==> src/rtl/uart_rx_scheduler.sv <==
// uart_rx_scheduler: services a bank of uart_8bit receivers. Each lane watches
// its receiver's state for a completed byte, holds it until the round-robin
// arbiter forwards it on a valid/ready byte stream tagged with the channel
// number, and runs a silence watchdog that pulses the receiver reset.

// Per-channel capture, sticky flags, watchdog and receiver reset control.
module uart_rx_scheduler_lane #(
    parameter int              TO_W    = 16,
    parameter logic [TO_W-1:0] TIMEOUT = 16'd20000
) (
    input  logic       clk,
    input  logic       reset,
    input  logic       en,
    input  logic [2:0] estado,
    input  logic [7:0] rx_byte,
    input  logic       grant,
    input  logic       flag_clr,
    output logic       pend,
    output logic [7:0] hold,
    output logic       rx_rst,
    output logic       stale,
    output logic       ovf,
    output logic       err
);

    localparam logic [2:0]      ST_FIN  = 3'b100;
    localparam logic [2:0]      ST_ERR  = 3'b111;
    localparam logic [TO_W-1:0] WD_LAST = TIMEOUT - 1'b1;

    logic [2:0]      estado_q, estado_d;
    logic [7:0]      hold_q, hold_d;
    logic            pend_q, pend_d;
    logic            ovf_q, ovf_d;
    logic            err_q, err_d;
    logic            stale_q, stale_d;
    logic            rx_rst_q, rx_rst_d;
    logic [TO_W-1:0] wd_q, wd_d;
    logic            done, errev;

    // Events fire when the receiver leaves fin_recepcion (byte is stable by then)
    // or first enters error_lectura.
    always_comb begin
        done  = en && (estado_q == ST_FIN) && (estado != ST_FIN);
        errev = en && (estado_q != ST_ERR) && (estado == ST_ERR);
    end

    // Next-state for capture, flags and watchdog; set events override flag_clr.
    always_comb begin
        estado_d = estado;
        hold_d   = hold_q;
        pend_d   = pend_q;
        ovf_d    = ovf_q;
        err_d    = err_q;
        stale_d  = stale_q;
        wd_d     = wd_q;
        rx_rst_d = 1'b0;
        if (flag_clr) begin
            ovf_d = 1'b0;
            err_d = 1'b0;
        end
        if (!en) begin
            pend_d   = 1'b0;
            wd_d     = '0;
            stale_d  = 1'b0;
            rx_rst_d = 1'b1;
        end else begin
            if (grant) pend_d = 1'b0;
            if (done) begin
                // Newest byte wins; it only counts as an overflow if the old
                // one was not forwarded in this same cycle.
                hold_d  = rx_byte;
                pend_d  = 1'b1;
                stale_d = 1'b0;
                wd_d    = '0;
                if (pend_q && !grant) ovf_d = 1'b1;
            end else if (wd_q == WD_LAST) begin
                wd_d     = '0;
                stale_d  = 1'b1;
                rx_rst_d = 1'b1;
            end else begin
                wd_d = wd_q + 1'b1;
            end
            if (errev) err_d = 1'b1;
        end
    end

    // Lane state register; receivers are held in reset while the block is.
    always_ff @(posedge clk or negedge reset) begin
        if (!reset) begin
            estado_q <= 3'b000;
            hold_q   <= 8'h00;
            pend_q   <= 1'b0;
            ovf_q    <= 1'b0;
            err_q    <= 1'b0;
            stale_q  <= 1'b0;
            rx_rst_q <= 1'b1;
            wd_q     <= '0;
        end else begin
            estado_q <= estado_d;
            hold_q   <= hold_d;
            pend_q   <= pend_d;
            ovf_q    <= ovf_d;
            err_q    <= err_d;
            stale_q  <= stale_d;
            rx_rst_q <= rx_rst_d;
            wd_q     <= wd_d;
        end
    end

    assign pend   = pend_q;
    assign hold   = hold_q;
    assign rx_rst = rx_rst_q;
    assign stale  = stale_q;
    assign ovf    = ovf_q;
    assign err    = err_q;

endmodule

module uart_rx_scheduler #(
    parameter int              N_CH    = 4,
    parameter int              CH_W    = 2,
    parameter int              TO_W    = 16,
    parameter logic [TO_W-1:0] TIMEOUT = 16'd20000
) (
    input  logic              clk,
    input  logic              reset,
    input  logic [N_CH-1:0]   ch_en,
    input  logic [3*N_CH-1:0] rx_estado,
    input  logic [8*N_CH-1:0] rx_byte,
    output logic [N_CH-1:0]   rx_rst,
    output logic              out_valid,
    input  logic              out_ready,
    output logic [7:0]        out_data,
    output logic [CH_W-1:0]   out_ch,
    output logic [N_CH-1:0]   stale,
    output logic [N_CH-1:0]   ovf,
    output logic [N_CH-1:0]   err,
    input  logic              flag_clr
);

    typedef enum logic {IDLE = 1'b0, SEND = 1'b1} arb_state_t;

    arb_state_t            state_q, state_d;
    logic [7:0]            out_data_q, out_data_d;
    logic [CH_W-1:0]       out_ch_q, out_ch_d;
    logic [CH_W-1:0]       last_grant_q, last_grant_d;
    logic [N_CH-1:0]       pend;
    logic [N_CH-1:0][7:0]  hold;
    logic [N_CH-1:0]       grant;
    logic                  found;
    logic [CH_W-1:0]       win;
    logic                  load;

    for (genvar i = 0; i < N_CH; i++) begin : g_lane
        uart_rx_scheduler_lane #(
            .TO_W    (TO_W),
            .TIMEOUT (TIMEOUT)
        ) u_lane (
            .clk      (clk),
            .reset    (reset),
            .en       (ch_en[i]),
            .estado   (rx_estado[3*i +: 3]),
            .rx_byte  (rx_byte[8*i +: 8]),
            .grant    (grant[i]),
            .flag_clr (flag_clr),
            .pend     (pend[i]),
            .hold     (hold[i]),
            .rx_rst   (rx_rst[i]),
            .stale    (stale[i]),
            .ovf      (ovf[i]),
            .err      (err[i])
        );
    end

    // Round-robin search: first pending channel after the last one granted.
    always_comb begin
        int              idx;
        logic [CH_W-1:0] cand;
        found = 1'b0;
        win   = '0;
        idx   = 0;
        cand  = '0;
        for (int k = 1; k <= N_CH; k++) begin
            idx = int'(last_grant_q) + k;
            if (idx >= N_CH) idx = idx - N_CH;
            cand = CH_W'(idx);
            if (!found && pend[cand]) begin
                found = 1'b1;
                win   = cand;
            end
        end
    end

    // Arbiter FSM: reload the output register whenever it is empty or drained.
    always_comb begin
        state_d      = state_q;
        out_data_d   = out_data_q;
        out_ch_d     = out_ch_q;
        last_grant_d = last_grant_q;
        grant        = '0;
        load         = (state_q == IDLE) || out_ready;
        if (load) begin
            if (found) begin
                state_d      = SEND;
                out_data_d   = hold[win];
                out_ch_d     = win;
                last_grant_d = win;
                grant[win]   = 1'b1;
            end else begin
                state_d = IDLE;
            end
        end
    end

    // Arbiter and output registers.
    always_ff @(posedge clk or negedge reset) begin
        if (!reset) begin
            state_q      <= IDLE;
            out_data_q   <= 8'h00;
            out_ch_q     <= '0;
            last_grant_q <= CH_W'(N_CH - 1);
        end else begin
            state_q      <= state_d;
            out_data_q   <= out_data_d;
            out_ch_q     <= out_ch_d;
            last_grant_q <= last_grant_d;
        end
    end

    assign out_valid = (state_q == SEND);
    assign out_data  = out_data_q;
    assign out_ch    = out_ch_q;

endmodule

==> config.mk <==
export PLATFORM = sky130hd
export DESIGN_NAME = uart_rx_scheduler
export DESIGN_NICKNAME = d
export VERILOG_FILES = /design/src/rtl/uart_rx_scheduler.sv
export SDC_FILE = /design/constraint.sdc
export NUM_CORES = 1
export LEC_CHECK = 0
export ABC_AREA = 1
export BUFFER_PORTS_ARGS = -buffer_cell sky130_fd_sc_hd__buf_4
export CORE_AREA = 2 2 111 134
export CTS_CLUSTER_DIAMETER = 50
export CTS_CLUSTER_SIZE = 14
export DETAILED_ROUTE_END_ITERATION = 10
export DIE_AREA = 0 0 113 136
export GPL_TIMING_DRIVEN = 0
export PLACE_DENSITY = 0.82
export SLEW_MARGIN = 10
export SYNTH_ARGS = -nofsm -noshare
export SYNTH_HDL_FRONTEND = slang
export SYNTH_HIERARCHICAL = 1
export SYNTH_SLANG_ARGS = --single-unit
==> constraint.sdc <==
create_clock -name clk -period 1.9 [get_ports clk]
set_input_delay 0 -clock clk [delete_from_list [all_inputs] [get_ports clk]]
set_output_delay 0 -clock clk [all_outputs]
set_load 0.1 [all_outputs]
After elaboration in Yosys (flattened, before gate mapping)
Cells that the tools add are included.

Register bits: 141.

Add/sub/neg operators: 12. $lt $le $gt $ge: 10. Equality and inequality tests: 28. Muxes and demuxes: 103. Bitwise operators: 1. Reduce and logical (&&, ||, !) cells: 37.

Operators by type and width (count): 16-bit two-way mux (12); 1-bit two-way mux (74); 16-bit by 1-bit adder with 16-bit output, second input constant (4); 16-bit by 15-bit == test with 1-bit output, second input constant (4); 3-bit == test, second input constant (8); 1-bit logical AND (24); 3-bit by 1-bit != test with 1-bit output, second input constant (8); 3-bit != test, second input constant (8); 8-bit binary-select mux with 2-bit select (1); 2-bit two-way mux (8); 2-bit by 3-bit less-than comparator with 1-bit output, second input constant (5); 2-bit AND reduction (5); 3-bit >= comparator, second input constant (3); 1-bit binary-select mux with 2-bit select (4); 4-bit two-way mux (2); 8-bit two-way mux (1); 2-bit by 1-bit subtractor with 2-bit output, second input constant (4); 1-bit logical NOT (7); 2-bit by 2-bit adder with 3-bit output, second input constant (2); 2-bit by 3-bit adder with 4-bit output, second input constant (1); 4-bit by 3-bit >= comparator with 1-bit output, second input constant (1); 2-bit by 1-bit adder with 3-bit output, second input constant (1); 1-bit demux with 2-bit select (1); 2-bit by 1-bit >= comparator with 1-bit output, second input constant (1); 2 further kinds (2).

Logic depth before layout (Yosys ltp)
Word-level depth: 26. Gate-level depth with buffers: 17. Mapped depth without buffers: 14.

Hierarchy
The synthesis kept the hierarchy.

Modules (own cells, without submodules): uart_rx_scheduler_lane (g_lane[1].u_lane ...) (times used 3, cells an instance 183, area each 1565.3 um^2, seq. area each 802.0 um^2); uart_rx_scheduler_lane (g_lane[0].u_lane) (times used 1, cells an instance 184, area each 1537.7 um^2, seq. area each 802.0 um^2); uart_rx_scheduler (times used 1, cells an instance 177, area each 1204.9 um^2, seq. area each 327.8 um^2).

Least setup slack after synthesis
Ideal clock, no wire load.

Kind: register to register. Start: reg last_grant_q[0]. End: reg g_lane[2].u_lane.ovf_q. Setup time: 0.125 ns. Arrival time: 1.839 ns. Path slack: -0.064 ns. Cell stages (with the launch flop): 17. Buffers on the path: 3. Cells stage by stage: dfstp_2 > buf_6 > inv_6 > nand2_1 > nand2_1 > nand2_2 > nand2_4 > nor2_8 > nand3_4 > nand3_4 > buf_6 > buf_8 > nand2_1 > nor2_1 > inv_1 > nand2_1 > o22ai_2.

Cells in the longest elaborated chain, start to end: 26. Elaborated cells on any way between the ends: 50. Classes of those cells: 8 x add/sub; 6 x order compare; 27 x mux; 9 x reduce/logical.

Ends and longest elaborated chain: start, declared (line 146) `logic [CH_W-1:0] last_grant_q, last_grant_d;`; start signal, assigned (line 221) `last_grant_q <= CH_W'(N_CH - 1);`; start signal, assigned (line 226) `last_grant_q <= last_grant_d;`; 2-bit by 1-bit adder with 3-bit output (line 184) `idx = int'(last_grant_q) + k;`; 3-bit >= comparator / 2-bit by 1-bit subtractor with 2-bit output (equally long branches) (line 185) `if (idx >= N_CH) idx = idx - N_CH;`; 2-bit two-way mux (line 185); 1-bit binary-select mux with 2-bit select (line 187) `if (!found && pend[cand]) begin`; 1-bit two-way mux (implied by the code) (line 187); 1-bit two-way mux (line 187); 1-bit logical NOT (line 187); 1-bit logical AND (line 187); [12 not listed]; 4-bit two-way mux (*) (line 202) `if (load) begin`; named net grant[2] (line 149) `logic [N_CH-1:0] grant;`; 1-bit logical NOT (*) (line 75) `if (pend_q && !grant) ovf_d = 1'b1;`; 1-bit logical AND (*) (line 75); 1-bit two-way mux (*) (line 75); 1-bit two-way mux (*) (line 68) `if (done) begin`; 1-bit two-way mux (*) (line 61) `if (!en) begin`; named net g_lane[2].u_lane.ovf_d (line 33) `logic ovf_q, ovf_d;`; end signal, assigned (line 102) `ovf_q <= ovf_d;`; end, declared (line 33).

The timed path passes the listed nets; every way through them passes the cells marked *. The select of a mux whose other input is x is not followed. A chain may end at the register's enable or synchronous reset.

Final worst setup path
Start: reg last_grant_q[1]. End: reg out_data_q[1] (netlist: out_data[1]).

Cells in the longest elaborated chain, start to end: 17. Elaborated cells on any way between the ends: 41. Classes of those cells: 8 x add/sub; 4 x order compare; 22 x mux; 7 x reduce/logical.

Ends and longest elaborated chain: 2-bit by 1-bit adder with 3-bit output (line 184); 3-bit >= comparator / 2-bit by 1-bit subtractor with 2-bit output (equally long branches) (line 185); 2-bit two-way mux (line 185); 1-bit binary-select mux with 2-bit select (line 187); 1-bit two-way mux (implied by the code) (line 187); 1-bit two-way mux (line 187); 1-bit logical NOT (line 187); 1-bit logical AND (line 187); 1-bit two-way mux (line 187); 1-bit logical NOT (line 187); 1-bit logical AND (line 187); 1-bit two-way mux (line 187); 1-bit logical NOT (line 187); 1-bit logical AND (line 187); 2-bit two-way mux (line 187); 8-bit binary-select mux with 2-bit select (line 205) `out_data_d = hold[win];`; 8-bit two-way mux (implied by the code) (line 205); end signal, assigned (line 224) `out_data_q <= out_data_d;`; end, declared (line 144) `logic [7:0] out_data_q, out_data_d;`.

Several ways; a longest one is shown, not always the timed one. The select of a mux whose other input is x is not followed.

==> results.py <==
metrics = {
    "status": {
        "status": "finished with violations",
        "violations": "DRC, setup timing",
    },
    "detailed_routing": {
        "dr.pass1.iters": 9,
        "via_per_inst": 5.49,
        "wl_per_cell_um": 15.9,
        "route.detailed.drc": 8,
        "drtIter0Drc": 669,
        "num_vias": 6985,
        "drt_wl_total_mm": 20.3,
        "ant_nets": 0,
    },
    "yosys": {
        "syn_area_um2": 7440,
        "synth_area_leader_cell": "dfrtp_1",
        "synth_warnings": 6,
        "avgSynthCellArea_um2": 8.17,
        "synthCells": 910,
        "seq_area_frac_synth_pct": 47.5,
        "synthDistinctLibCells": 39,
        "synth_seq_cells": 141,
        "synth_top_area_share_pct": 45.4,
        "syn_nets": 966,
        "synth.area.top_cells": "dfrtp_1 45%, nand2_1 11%, nand3_1 8.1%",
    },
    "worst_setup_path": {
        "crit_fanout": 5,
        "critPathKind": "flip-flop to flip-flop",
        "worst_setup_path_end_kind": "flip-flop",
        "worstSetupStartpointType": "flip-flop",
        "required_ns": 2.20,
        "critPathArrivalTime_ns": 2.53,
    },
    "finish": {
        "area_delta_synth_final_pct": 32.1,
        "fin_nets": 1141,
        "final_cells": 1273,
        "utilization_pct": 69.3,
        "drive_above_1_share_pct": 26.2,
        "antenna-diode-count": 0,
    },
    "floorplan": {
        "io_pins": 79,
        "die_h_um": 136,
        "die-area_um2": 15400,
        "rows": 48,
        "start_util_pct": 52.5,
        "fp.dieW_um": 113,
        "core_um2": 14200,
    },
    "global_route": {
        "grt_usage_pct": 25.4,
        "gr-total-overflow": 0,
        "antenna_found_initial": 0,
        "grt_pass1_wl_mm": 31.0,
        "grt_max_degree": 85,
        "grt_pass1_vias": 6760,
    },
    "clocking": {
        "cts_root_buf": "clkbuf_16",
        "clk_pin_slew_ns": 0.06,
        "clock_path_buffers": 2,
        "cts_htree_levels": 4,
        "cts_tree": "yes",
        "cts_buffers": 17,
        "numClockSinks": 141,
        "clock_latency_ns": 0.43,
    },
    "sta": {
        "finalCritPeriodShare_pct": 118,
        "fmax_ghz": 0.448,
        "final-setup-viol-count": 20,
        "finalClockSkew_ns": 0.00958,
        "layout_min_cycle_time_ns": 2.23,
        "final_max_slew_viol_count": 0,
        "whs_ns": 0.111,
        "fin_ws_ns": -0.334,
        "slew_headroom_pct": 63.7,
        "worstMarginPinSlew_ns": 0.544,
        "rsz0062_at_grt": "yes",
        "hold_viol_final": 0,
    },
    "place": {
        "dp.cells": 1164,
        "numPortBuffers": 78,
        "gp_congestion": 0.934,
        "hpwl_mm": 11.8,
    },
    "pwr": {
        "p_leak_uw": 0.00469,
        "ir_worst_vdd_mv": 0.741,
        "p_total_uw": 12000,
        "cellPowerDensity_nw_per_um2": 1220,
    },
    "min_path": {
        "hp-class": "input port to async pin",
    },
    "run": {
        "max-cap-violations": 0,
    },
}
-- per-stage QoR --
step | setup slack (ns) | instance area, µm² | TNS, ns
2_1_floorplan | -0.0419 | 7460 | -0.141
3_3_place_gp | -0.284 | 8270 | -2.33
3_5_place_dp | -0.293 | 8300 | -2.74
4_1_cts | -0.142 | 9590 | -1.79
5_1_grt | -0.377 | 9820 | -5.50
6_report | -0.334 | 9820 | -4.70
-- state kept, by name, summed over array words and instances (netlist names), 4 cells and up --
signal,flops
out_data,8
g_lane.u_lane/estado_q,12
g_lane.u_lane/pend,4
g_lane.u_lane/wd_q,64
g_lane.u_lane/ovf,4
g_lane.u_lane/err,4
g_lane.u_lane/hold,32
g_lane.u_lane/rx_rst,4
g_lane.u_lane/stale,4
-- Yosys cell counts --
library cell,count
buf_4,4
dfstp_2,6
o21a_1,1
nor3_1,4
o211ai_2,6
nand3_2,1
xnor2_1,7
nor2_2,28
inv_6,1
clkinv_2,1
buf_2,1
a21oi_1,13
nand2_1,214
xor2_1,13
inv_1,103
o21bai_1,7
nand3_1,121
nand4_1,17
a21oi_4,4
nand3_4,2
nor2_8,1
ha_1,4
o21ai_1,8
nor2_4,4
o21ai_0,1
o22ai_2,4
nand2_2,27
buf_6,6
nor2_1,118
nor3_4,4
a21boi_1,4
or2_1,6
a21o_1,4
nand2_4,9
a31oi_1,7
dfrtp_1,135
inv_2,9
buf_8,1
o22ai_1,4
-- placed cells by master (no fill, tap or decap), types with 5 or more instances in the layout --
master and instances:
o211ai_2 6, o21ai_1 8, clkinvlp_4 5, nand4_1 17, nand2_2 27, dlygate4sd3_1 55, or2_1 6, dfrtp_1 135
buf_6 7, nand2_1 195, dfstp_2 6, nor2_4 7, clkbuf_16 17, a31oi_1 7, inv_1 101, nor2_1 111
nand3_1 114, inv_2 9, a21oi_1 12, o21bai_1 7, nand2_4 27, nand3_4 6, buf_4 101, xor2_1 13
nor2_2 32, xnor2_1 7
-- area by class of cell --
cell class / count / area, µm²
Timing Repair Buffer: 156 / 1350
Sequential cell: 141 / 3540
Inverter: 114 / 448
Clock buffer: 19 / 443
Multi-Input combinational cell: 643 / 3610
Buffer: 12 / 124
Tap cell: 175 / 219
Fill cell: 981 / 4350
Clock inverter: 13 / 92.6
-- what timing repair did --
action | in CTS | in global routing
buffers inserted | 13 | 7
endpoints found under the setup margin | 19 | 21
gates cloned | 2 | 0
pin swaps | 10 | 20
gates resized for setup | 26 | 41
endpoints found under the hold margin | 121 | 4
hold buffers | 54 | 1
-- logic make-up (layout without fill, tap and decap cells) --
| group | Yosys count | count (layout) | synth area share, % |
|---|---|---|---|
| compound gates | 63 | 63 | 6.58 |
| buf+inv | 126 | 314 | 7.42 |
| xor+xnor | 20 | 20 | 2.35 |
| simple gates | 556 | 556 | 35.4 |
| fa+ha+maj | 4 | 4 | 0.673 |
| flops | 141 | 141 | 47.5 |
-- critical path, cell delays in order, from the launching register on --
cell	delay, ns
dfstp_2	0.66
inv_4	0.09
nand2_2	0.10
nand2_4	0.08
nand2_4	0.11
nand2_8	0.08
inv_6	0.07
nand2_4	0.05
nand2_4	0.06
nand3_4	0.08
buf_6	0.14
buf_8	0.12
buf_6	0.12
o211ai_2	0.21
nand3_1	0.13
-- worst paths after layout --
path                                     startpoint                            to  slack [ns]  cells past startpoint
max                                 last_grant_q[1]                   out_data[1]       -0.33                     14
min                                           reset      g_lane[3].u_lane/wd_q[0]        0.11                      2
max reg2reg                         last_grant_q[1]                   out_data[1]       -0.33                     14
min reg2reg                g_lane[1].u_lane/wd_q[0]      g_lane[1].u_lane/wd_q[0]        0.46                      1
max in group asynchronous                     reset               last_grant_q[1]        0.98                      3
min in group clk                       rx_estado[2]  g_lane[0].u_lane/estado_q[2]        0.25                      2
-- report_power, final --
part / total, µW / switching, µW / internal (µW)
registers: 3640 / 278 / 3370
clock network: 3020 / 1320 / 1700
logic: 5340 / 3470 / 1870
total: 12000 / 5060 / 6930
-- per-layer routing --
metal | global-route usage, % | vias to the layer above | wire length [µm] | share of wire (%)
met5 | 0 | - | 0 | 0
met4 | 12.2 | 0 | 1020 | 5.0
met3 | 5.48 | 101 | 1230 | 6.1
met2 | 44.7 | 307 | 10300 | 51
met1 | 29.4 | 3325 | 7670 | 38
li1 | - | 3252 | - | -
Note: power is estimated with default switching activity, not from simulation.
